<file path="src/rtl/floor_request_scheduler.sv">
// Floor request scheduler: button capture, pending requests, door dwell.
// Optional REQ_CANCEL_EN adds a level-sensitive per-floor cancel input.
module floor_request_scheduler #(
    parameter int NUM_FLOORS  = 6,
    parameter int FLOOR_W     = 4,
    parameter int DWELL_TICKS = 5,
    parameter int SYNC_STAGES = 2
) (
    input  logic                  clk,
    input  logic                  n_rst,
    input  logic                  en,
    input  logic [NUM_FLOORS-1:0] buttons,
    input  logic [FLOOR_W-1:0]    floor,
    input  logic                  direction,
`ifdef REQ_CANCEL_EN
    input  logic [NUM_FLOORS-1:0] cancel,
`endif
    output logic [NUM_FLOORS-1:0] floors_triggered,
    output logic                  door_open,
    output logic                  served_pulse,
    output logic [FLOOR_W-2:0]    served_floor
);

    localparam int IW = FLOOR_W - 1;
    localparam int CW = $clog2(DWELL_TICKS + 1);
    localparam logic [CW-1:0] LAST = CW'(DWELL_TICKS - 1);

    typedef enum logic [1:0] {
        S_IDLE,
        S_ARRIVE,
        S_DWELL,
        S_CLEAR
    } state_t;

    logic [SYNC_STAGES-1:0][NUM_FLOORS-1:0] r_sync;
    logic [NUM_FLOORS-1:0] r_prev;
    logic [NUM_FLOORS-1:0] r_req;
    state_t                r_state;
    logic [CW-1:0]         r_cnt;
    logic [IW-1:0]         r_idx;
    logic [FLOOR_W-1:0]    r_pos;

    logic [NUM_FLOORS-1:0] w_set;
    logic [NUM_FLOORS-1:0] w_clr;
    logic [NUM_FLOORS-1:0] w_cancel;
    logic [NUM_FLOORS-1:0] w_sel;
    logic [NUM_FLOORS-1:0] w_dsel;
    logic [NUM_FLOORS-1:0] w_req_next;
    logic [IW-1:0]         w_idx;
    logic                  w_at;
    logic                  w_hit;
    logic                  w_drop;
    logic                  w_unused;

    assign w_unused = direction;

`ifdef REQ_CANCEL_EN
    assign w_cancel = cancel;
`else
    assign w_cancel = '0;
`endif

    always_ff @(posedge clk or negedge n_rst) begin
        if (!n_rst) begin
            r_sync <= '0;
            r_prev <= '0;
        end else begin
            r_sync[0] <= buttons;
            for (int s = 1; s < SYNC_STAGES; s++) begin
                r_sync[s] <= r_sync[s-1];
            end
            r_prev <= r_sync[SYNC_STAGES-1];
        end
    end

    assign w_set = r_sync[SYNC_STAGES-1] & ~r_prev;

    assign w_idx = floor[FLOOR_W-1:1];
    assign w_at  = ~floor[0] &&
                   ({1'b0, w_idx} < FLOOR_W'(NUM_FLOORS));

    always_comb begin
        w_sel  = '0;
        w_dsel = '0;
        w_clr  = '0;
        for (int i = 0; i < NUM_FLOORS; i++) begin
            w_sel[i]  = w_at && (w_idx == IW'(i));
            w_dsel[i] = (r_idx == IW'(i));
            w_clr[i]  = (r_state == S_CLEAR) && w_dsel[i];
        end
    end

    // set beats the CLEAR of the same floor; cancel beats everything
    assign w_req_next = ((r_req & ~w_clr) | w_set) & ~w_cancel;

    assign w_hit  = |(r_req & w_sel);
    assign w_drop = ~(|(r_req & w_dsel)) | (|(w_cancel & w_dsel));

    always_ff @(posedge clk or negedge n_rst) begin
        if (!n_rst) begin
            r_req <= '0;
        end else begin
            r_req <= w_req_next;
        end
    end

    assign floors_triggered = r_req;

    always_ff @(posedge clk or negedge n_rst) begin
        if (!n_rst) begin
            r_state      <= S_IDLE;
            r_cnt        <= '0;
            r_idx        <= '0;
            r_pos        <= '0;
            door_open    <= 1'b0;
            served_pulse <= 1'b0;
            served_floor <= '0;
        end else begin
            served_pulse <= 1'b0;
            case (r_state)
                S_IDLE: begin
                    if (w_hit) begin
                        r_state <= S_ARRIVE;
                        r_idx   <= w_idx;
                        r_pos   <= floor;
                    end
                end
                S_ARRIVE: begin
                    door_open <= 1'b1;
                    r_cnt     <= '0;
                    r_state   <= S_DWELL;
                end
                S_DWELL: begin
                    if ((floor != r_pos) || w_drop) begin
                        r_state   <= S_IDLE;
                        door_open <= 1'b0;
                    end else if (en) begin
                        if (r_cnt == LAST) begin
                            r_state      <= S_CLEAR;
                            door_open    <= 1'b0;
                            served_pulse <= 1'b1;
                            served_floor <= r_idx;
                        end else begin
                            r_cnt <= r_cnt + CW'(1);
                        end
                    end
                end
                S_CLEAR: begin
                    r_state <= S_IDLE;
                end
                default: begin
                    r_state <= S_IDLE;
                end
            endcase
        end
    end

endmodule

</file>
<file path="config.mk">
export PLATFORM = sky130hd
export DESIGN_NAME = floor_request_scheduler
export DESIGN_NICKNAME = d
export VERILOG_FILES = /design/src/rtl/floor_request_scheduler.sv
export SDC_FILE = /design/constraint.sdc
export NUM_CORES = 1
export LEC_CHECK = 0
export ABC_CLOCK_PERIOD_IN_PS = 2900
export CAP_MARGIN = 40
export CORE_MARGIN = 2
export CORE_UTILIZATION = 65
export CTS_CLUSTER_SIZE = 12
export DETAILED_ROUTE_END_ITERATION = 6
export DONT_BUFFER_PORTS = 1
export PLACE_DENSITY = 0.81
export SLEW_MARGIN = 5
export SYNTH_ARGS = -nofsm -noshare
export SYNTH_HDL_FRONTEND = slang
export SYNTH_SLANG_ARGS = --single-unit
export TNS_END_PERCENT = 10
</file>
<file path="constraint.sdc">
create_clock -name clk -period 2.9 [get_ports clk]
set_input_delay 0.29 -clock clk [delete_from_list [all_inputs] [get_ports clk]]
set_output_delay 0.29 -clock clk [all_outputs]
set_load 0.05 [all_outputs]
</file>
## After elaboration in Yosys (flattened, before gate mapping)

Index checks and enable logic that the tools add are counted.

- Bitwise gates (word level): 10
- Div/mod/pow operators: 0
- Add/subtract/negate cells: 1
- Reductions and logical operators: 25
- $mul: 0
- Magnitude comparators: 1
- Equality and inequality tests: 21
- Shifts and indexed selects: 0
- Muxes and demuxes: 17

Operators with widths:

| cell | number |
|---|---|
| 6-bit bitwise AND | 4 |
| 3-bit == test, second input constant | 5 |
| 1-bit logical AND | 13 |
| 3-bit by 2-bit == test with 1-bit output, second input constant | 4 |
| 6-bit inverter | 2 |
| 6-bit OR reduction | 2 |
| 3-bit 2-to-1 mux | 3 |
| 2-bit 2-to-1 mux | 4 |
| 2-bit inequality test, second input constant | 4 |
| 2-bit case mux with 4 select lines | 1 |
| 4-bit AND reduction | 2 |
| 1-bit 2-to-1 mux | 7 |
| 3-bit by 1-bit == test with 1-bit output, second input constant | 2 |
| 3-bit zero test | 2 |
| 3-bit inequality test, second input constant | 2 |
| 6-bit bitwise OR | 1 |
| 3-bit case mux with 2 select lines | 1 |
| 3-bit AND reduction | 2 |
| 2-bit == test, second input constant | 2 |
| 4-bit inequality test | 1 |
| 3-bit by 1-bit adder with 3-bit output, second input constant | 1 |
| 3-bit < comparator, second input constant | 1 |
| 1-bit inverter | 3 |
| 2-bit by 1-bit == test with 1-bit output, second input constant | 1 |
| other kinds (5) | 5 |

- Input port bits: 14
- Memories kept: 0
- Memory bits (read-only): 0
- Bits in latches: 0
- RAM bits: 0
- Output and inout bits: 11
- Register bits after elaboration: 41

## Logic depth before layout (Yosys ltp)

Gate-level depths: netlist (run 1).

- Depth in word-level cells: 7
- Gate-level depth with buffers: 6
- Mapped depth without buffers: 6

## Least setup slack after synthesis (run 1)

OpenSTA, ideal clock, no wires.

- Path type: reg2reg
- From: register r_req[3], in the netlist floors_triggered[3]
- To: register r_idx[0]
- Data required time: 2.775 ns
- Arrival: 1.783 ns
- Path slack: 0.992 ns
- Cell stages (with the launch flop): 5
- Library setup time: 0.125 ns
- Cells stage by stage: dfrtp_1 mux4_2 and2b_1 o21ai_2 mux2_2

- Word-level cells in the longest chain between the ends: 3

RTL lines:

| element | line | source |
|---|---|---|
| from (decl) | 37 | `logic [NUM_FLOORS-1:0] r_req;` |
| from (signal assigned) | 103 | `r_req <= w_req_next;` |
| 6-bit bitwise AND | 96 | `assign w_hit = \|(r_req & w_sel);` |
| 6-bit OR reduction | 96 |  |
| 2-bit AND reduction (no line) | n/a |  |
| to (signal assigned) | 124 | `r_idx <= w_idx;` |
| to (decl) | 40 | `logic [IW-1:0] r_idx;` |

Every way passes these cells.
A chain may end at the register's enable or synchronous reset.

## Worst setup path in the final report (run 1)

- From: register r_req[3], in the netlist floors_triggered[3]
- To: register served_floor[2]

- Word-level cells in the longest chain between the ends: 6

RTL lines:

| element | line | source |
|---|---|---|
| 6-bit bitwise AND | 97 | `assign w_drop = ~(\|(r_req & w_dsel)) \| (\|(w_cancel & w_dsel));` |
| 6-bit OR reduction | 97 |  |
| 1-bit inverter | 97 |  |
| 1-bit logical OR | 134 | `if ((floor != r_pos) \|\| w_drop) begin` |
| 1-bit inverter (no line) | n/a |  |
| 4-bit AND reduction (no line) | n/a |  |
| to (signal assigned) | 142 | `served_floor <= r_idx;` |
| to (decl) | 21 | `output logic [FLOOR_W-2:0] served_floor` |

Every way passes these cells.

==> summary.md, run 1 <==
| Metric | Value |
|---|---|
| Maximum vdd ir drop | `0.551 mV` |
| Inserted Clock Buffers | `5` |
| Post-route ant nets | `0` |
| Final Setup Violations | `0` |
| Die area | `2850 um2` |
| Fin nets | `148` |
| Final Wtd Congestion | `0.822` |
| Final Total Pwr | `1.17 mW` |
| Initial antenna violation count | `0` |
| Min Tclk post-route | `2.08 ns` |
| Max Slew Vio Count | `0` |
| Final Cycle Share | `0.717` |
| Latest clock arrival within the worst-skew pair | `0.34 ns` |
| Rel. slew slack | `0.590` |
| Antenna fix cells | `0` |
| Initial Util | `0.703` |
| Max-cap viol count | `0` |
| Hold Fails Final Rpt | `0` |
| Outcome | `completed` |
| Yosys warning total | `0` |
| Required @ worst endpoint | `3.14 ns` |
| Max stage delay on crit path | `0.72 ns` |
| Total core area | `2250 um2` |
| CTS tree | `done` |
| Port-buffer cells | `0` |
| Clk_skew | `0.0102 ns` |
| Setup bufs post-CTS | `0` |
| RSZ-0062 raised after global routing | `false` |
| Hpwl dp | `1820 um` |
| Clock transition at the registers of the reported paths | `0.11 ns` |
| Drt total wl | `2580 um` |
| Cell family with most CP delay | `compound AO/OA/AOI/OAI gates` |
| Synthesized area | `1590 um2` |
| Setup TNS | `0 ns` |
| Io pins | `25` |
| Layout cells sized above 1 | `0.165` |
| Die Y | `53.4 um` |
| CTS Sinks | `38` |
| DRT Pass-1 Iters | `4` |
| Leak Pwr | `0.785 nW` |
| Total track usage | `0.221` |
| Crit Path Class | `reg2reg` |
| Vias in the first global route | `999` |
| Clock root cell | `clkbuf_4` |
| Via count | `948` |
| HP Class | `in2reg` |
| Global-route wire length before repair | `4260 um` |
| Flops & latches, synth | `38` |
| Worst-path maximum fanout | `7` |
| Largest net degree at the start of global routing | `39` |
| CTS H-tree lvls | `2` |
| Crit. End Element | `flop` |
| Slowest stage cell, crit path | `dfrtp_1` |
| WL/cell | `16.0 um` |
| Clk buf depth | `2` |
| Mean post-synth cell area | `13.2 um2` |
| Netlist cell types | `34` |
| GRT overflow | `0` |
| Sequential area share after synthesis | `0.600` |
| Crit path launch type | `flop` |
| Drt via density | `5.89` |
| CP cell instances | `mux2i_1 -> o32ai_2 -> o211ai_4 -> mux2_4` |
| Residual DRC | `0` |
| Slew at the pin closest to its max-slew limit | `0.616 ns` |
| Pwr dens | `666 nW/um2` |
| Die W | `53.4 um` |
| Bufs and invs on worst path | `0` |
| # rows | `17` |
| Syn-to-layout area delta | `11.2%` |
| Mapped Nets | `136` |
| Arrival time worst endpoint | `2.32 ns` |
| Mapped Cells | `120` |
| Starting DRC count in detailed routing | `8` |
| Fmax | `0.481 GHz` |
[where the power goes]
part           switching (mW)  internal [mW]
registers              0.0998          0.568
clock network           0.169          0.181
logic                  0.0921         0.0650
[repair_timing]
| action | CTS | global route |
|---|---|---|
| hold endpoints to repair | 44 | 0 |
| hold buffers | 8 | 0 |
| gates resized for setup | 0 | 0 |
[cells in the final DEF (no fill, tap or decap), types with 2 or more instances in the layout]
cell type      instances
nand3_1                3
ha_1                   2
mux2_4                 3
xor2_1                 4
o211ai_1               2
inv_1                 13
or3_1                  2
and2_1                 3
clkbuf_4               5
dfrtp_1               38
a22o_1                 2
nand2_1                7
clkinvlp_4             2
dlygate4sd3_1          7
mux2i_1                6
o31ai_1                3
o2111ai_1              4
o21ai_0                8
[layout make-up]
type,count,area [um2]
flip-flops and latches,38,951
multi-input cells,66,556
fillers,142,492
repair buffers,8,90.1
inverters,13,48.8
clock inverters,3,45.0
clock buffers,5,37.5
well taps,28,35.0
[worst register-to-register path, stage by stage, from the launching register on]
cell	delay, ns
dfrtp_1	0.72
mux2i_1	0.20
o32ai_2	0.56
o211ai_4	0.17
mux2_4	0.33
[sequential cells by signal (all words and copies together), names as in the netlist, 2 cells and up]
name,flops
floors_triggered,6
r_cnt,3
r_idx,3
r_prev,6
r_state,2
r_sync,12
served_floor,3
[path summary, 6_finish.rpt]
check,start,to,slack (ns),cells past startpoint
max,floors_triggered[3],served_floor[2],0.82,4
min,floor[1],r_idx[0],0.1,1
max reg2reg,floors_triggered[3],served_floor[2],0.82,4
min reg2reg,r_sync[0],r_sync[6],0.36,0
max in group asynchronous,n_rst,floors_triggered[4],2.33,2
min in group asynchronous,n_rst,r_pos[0],0.39,2
[through the flow]
step / util / std cells / instance area [um2] / hold WS [ns] / worst slack [ns]
after floorplan: - / 120 / 1590 / -0.00559 / 0.992
after global placement: 0.705 / 145 / 1590 / -0.00493 / 0.920
after detailed placement: 0.705 / 145 / 1590 / -0.00461 / 0.864
after CTS: 0.782 / 161 / 1760 / 0.0946 / 0.844
after global routing: 0.782 / 161 / 1760 / 0.0775 / 0.745
final: 0.782 / 161 / 1760 / 0.0981 / 0.820
[per-layer routing]
metal / up-vias / wire [um] / GRT usage
li1: 447 / - / -
met1: 465 / 1160 / 0.269
met2: 29 / 1250 / 0.356
met3: 7 / 129 / 0.0791
met4: 0 / 46 / 0.0855
met5: - / 0 / 0
[kinds of logic after synthesis]
family / share of synthesized area
flops: 0.600
xor+xnor: 0.0221
compound gates: 0.123
buf+inv: 0.0497
simple gates: 0.102
fa+ha+maj: 0.0158
mux: 0.0876
[Yosys cell counts (all sizes together)]
library cell | n | area [um2]
a22o | 2 | 17.5
a32o | 1 | 10.0
and2 | 3 | 18.8
and2b | 2 | 16.3
and3b | 1 | 10.0
buf | 3 | 30.0
dfrtp | 38 | 951
ha | 2 | 25.0
inv | 13 | 48.8
mux2 | 4 | 56.3
mux2i | 6 | 60.1
mux4 | 1 | 22.5
nand2 | 7 | 26.3
nand3 | 3 | 15.0
nor2 | 1 | 3.75
nor2b | 1 | 6.26
nor3 | 2 | 15.0
nor3b | 1 | 7.51
nor4 | 1 | 21.3
o2111ai | 4 | 35.0
o211ai | 3 | 36.3
o21ai | 9 | 48.8
o2bb2ai | 1 | 8.76
o31ai | 3 | 22.5
o32ai | 1 | 16.3
or2b | 1 | 8.76
or3 | 2 | 12.5
xor2 | 4 | 35.0
No activity file was read; power rests on OpenSTA's default activity.
==> inputs of run 2 (changes only) <==
- ABC_CLOCK_PERIOD_IN_PS: 2900 -> 1900
- CORE_UTILIZATION: 65 -> 55
- PLACE_DENSITY: 0.81 -> 0.73
- clock period: 2.9 -> 1.9 ns (I/O delays scaled with it)
==> summary.md, run 2 (synthesis gave the netlist of run 1 again) <==
| Metric | Value |
|---|---|
| Outcome | `completed` |
| Pre-CTS setup slack | `0.153 ns (-0.711 ns)` |
| Slowest stage cell, crit path | `mux4_2` |
| Fmax | `0.568 GHz (+18%)` |
| # rows | `19 (+2)` |
| Fin nets | `160 (+8.1%)` |
| Final Total Pwr | `1.99 mW (+69%)` |
| DRT Pass-1 Iters | `3 (-1)` |
| Max stage delay on crit path | `0.45 ns (-0.27 ns)` |
| Arrival time worst endpoint | `2.00 ns (-0.32 ns)` |
| Hpwl dp | `1770 um (-2.6%)` |
| Flop2flop setup slack | `0.14 ns (-0.68 ns)` |
| Fin Hold WS | `0.109 ns (+0.0105 ns)` |
| Leak Pwr | `0.856 nW (+9.0%)` |
| WL/cell | `14.5 um (-9.8%)` |
| Critical Path Source | `floors_triggered[2]` |
| Port-buffer cells | `0 (unchanged)` |
| Antenna fix cells | `0 (unchanged)` |
| Total track usage | `0.181 (-0.0399)` |
| CTS Sinks | `38 (unchanged)` |
| FF-to-FF path depth | `4 (unchanged)` |
| Final WS setup | `0.140 ns (-0.680 ns)` |
| Hold path depth | `2 (+1)` |
| Crit. End Element | `flop` |
| Largest register FFs | `12 (unchanged)` |
| Footprint of the multi-input gates | `556 um2 (unchanged)` |
| Cell count after placement | `158 (+9.0%)` |
| Layout Cells excl Fill | `176 (+9.3%)` |
| Largest Register | `r_sync` |
| Io pins | `25 (unchanged)` |
| GR Util met1 | `0.201 (-0.0686)` |
| Max-cap viol count | `0 (unchanged)` |
| Hold_buf cts | `10 (+2)` |
| Inserted Clock Buffers | `5 (unchanged)` |
| Met2 Use GR | `0.312 (-0.0443)` |
| RSZ-0062 raised after global routing | `false` |
| Hold Fails Final Rpt | `0 (unchanged)` |
| Total core area | `2760 um2 (+22%)` |
| Initial Util | `0.575 (-0.128)` |
| Setup TNS | `0 ns (unchanged)` |
| Slew at the pin closest to its max-slew limit | `0.502 ns (-0.114 ns)` |
| Grt met3 use | `0.0625 (-0.0166)` |
| Vias in the first global route | `1077 (+7.8%)` |
| Commonest non-fill, non-tap cell in the layout | `dfrtp_1` |
| Drt via density | `5.68 (-3.6%)` |
| Final Wtd Congestion | `0.897 (+9.1%)` |
| Residual DRC | `0 (unchanged)` |
| Crit path launch type | `flop` |
| Clk_skew | `0.00773 ns (-0.00248 ns)` |
| CP cell instances | `mux4_2 -> and2b_1 -> o21ai_2 -> mux2_2` |
| Setup bufs post-CTS | `0 (unchanged)` |
| Die W | `57.7 um (+8.1%)` |
| Worst-path maximum fanout | `4 (-3)` |
| Via count | `999 (+5.4%)` |
| Rel. slew slack | `0.663 (+0.0732)` |
| Die Y | `57.7 um (+8.1%)` |
| Die area | `3330 um2 (+17%)` |
| Gr busiest metal | `met2` |
| Latest clock arrival within the worst-skew pair | `0.34 ns (about the same)` |
| Reg2reg start | `floors_triggered[2]` |
| Syn-to-layout area delta | `19.1%` |
| Pwr dens | `1050 nW/um2 (+58%)` |
| Post-route ant nets | `0 (unchanged)` |
| Register area | `953 um2 (+0.26%)` |
| Final Cycle Share | `0.926 (+0.209)` |
| Post-cts resize count | `0 (unchanged)` |
| Max Slew Vio Count | `0 (unchanged)` |
| Initial antenna violation count | `0 (unchanged)` |
| Clock root cell | `clkbuf_4` |
| Layout cells sized above 1 | `0.234 (+0.0691)` |
| Required @ worst endpoint | `2.14 ns (-1.00 ns)` |
| Worst R2R End | `r_idx[0]` |
| Starting DRC count in detailed routing | `38 (+30)` |
| Global-route wire length before repair | `4460 um (+4.7%)` |
| CTS tree | `done` |
| Crit Path Class | `reg2reg` |
| Hold Startpoint | `floor[2]` |
| Final Setup Violations | `0 (unchanged)` |
| Hold Path Sink | `r_idx[2]` |
| CTS H-tree lvls | `2 (unchanged)` |
| Filler cells | `198 (+39%)` |
| Maximum vdd ir drop | `0.824 mV (+50%)` |
| Clk buf depth | `2 (unchanged)` |
| Drt total wl | `2550 um (-1.4%)` |
| GRT overflow | `0 (unchanged)` |
| Min Tclk post-route | `1.76 ns (-0.320 ns)` |
| Clock transition at the registers of the reported paths | `0.11 ns (about the same)` |
| Commonest non-fill, non-tap cells in the layout | `36 x dfrtp_1, 13 x inv_1, 10 x buf_4` |
| HP Class | `in2reg` |
| Largest net degree at the start of global routing | `39 (unchanged)` |
## run 2: how the worst max path moves through the flow
| stage | end | slack, ns | depth (start not counted) |
|---|---|---|---|
| after detailed placement | r_idx[0] | 0.15 | 4 |
| after global routing | served_floor[2] | 0.03 | 4 |
| final | r_idx[0] | 0.14 | 4 |
| after CTS | r_idx[0] | 0.13 | 4 |
| after floorplan | r_idx[0] | 0.004 | 4 |
| after global placement | r_idx[0] | 0.18 | 4 |
## run 2: cell type report
class / instances / area share
clock buffer: 5 / 0.0199
clock inverter: 3 / 0.0364
inverter: 13 / 0.0258
multi-input combinational: 66 / 0.294
sequential: 38 / 0.505
tap: 31 / 0.0205
timing repair buffer: 20 / 0.0981
## run 2: report_power, final
group          internal, mW  switching, mW  total (mW)  leakage (nW)
registers             0.868          0.119       0.987         0.448
logic                 0.142          0.182       0.325         0.352
clock network         0.412          0.263       0.674        0.0554
total                  1.42          0.564        1.99         0.856
## run 2: worst max-delay path, delay by kind of cell (launching register included)
family,cells,cell delay (ns)
multiplexers,2,0.81
AND/OR/NAND/NOR,1,0.20
AO/OA/AOI/OAI,1,0.22
flip-flops,1,0.44
## run 2: per-stage QoR
step | instance area [um2] | util
2_1_floorplan | 1590 | -
3_3_place_gp | 1670 | 0.606
3_5_place_dp | 1670 | 0.606
4_1_cts | 1890 | 0.685
5_1_grt | 1890 | 0.685
6_report | 1890 | 0.685
## run 2: routing by layer
| layer | routed length, um | vias up |
|---|---|---|
| li1 | - | 465 |
| met1 | 1050 | 500 |
| met2 | 1310 | 26 |
| met3 | 127 | 8 |
| met4 | 60 | 0 |
| met5 | 0 | - |
==> inputs of run 3 (changes only) <==
- CTS_CLUSTER_SIZE: 12 -> 16
==> results of run 3 <==
The final DEF is identical to that of run 2; final timing and power are the same.
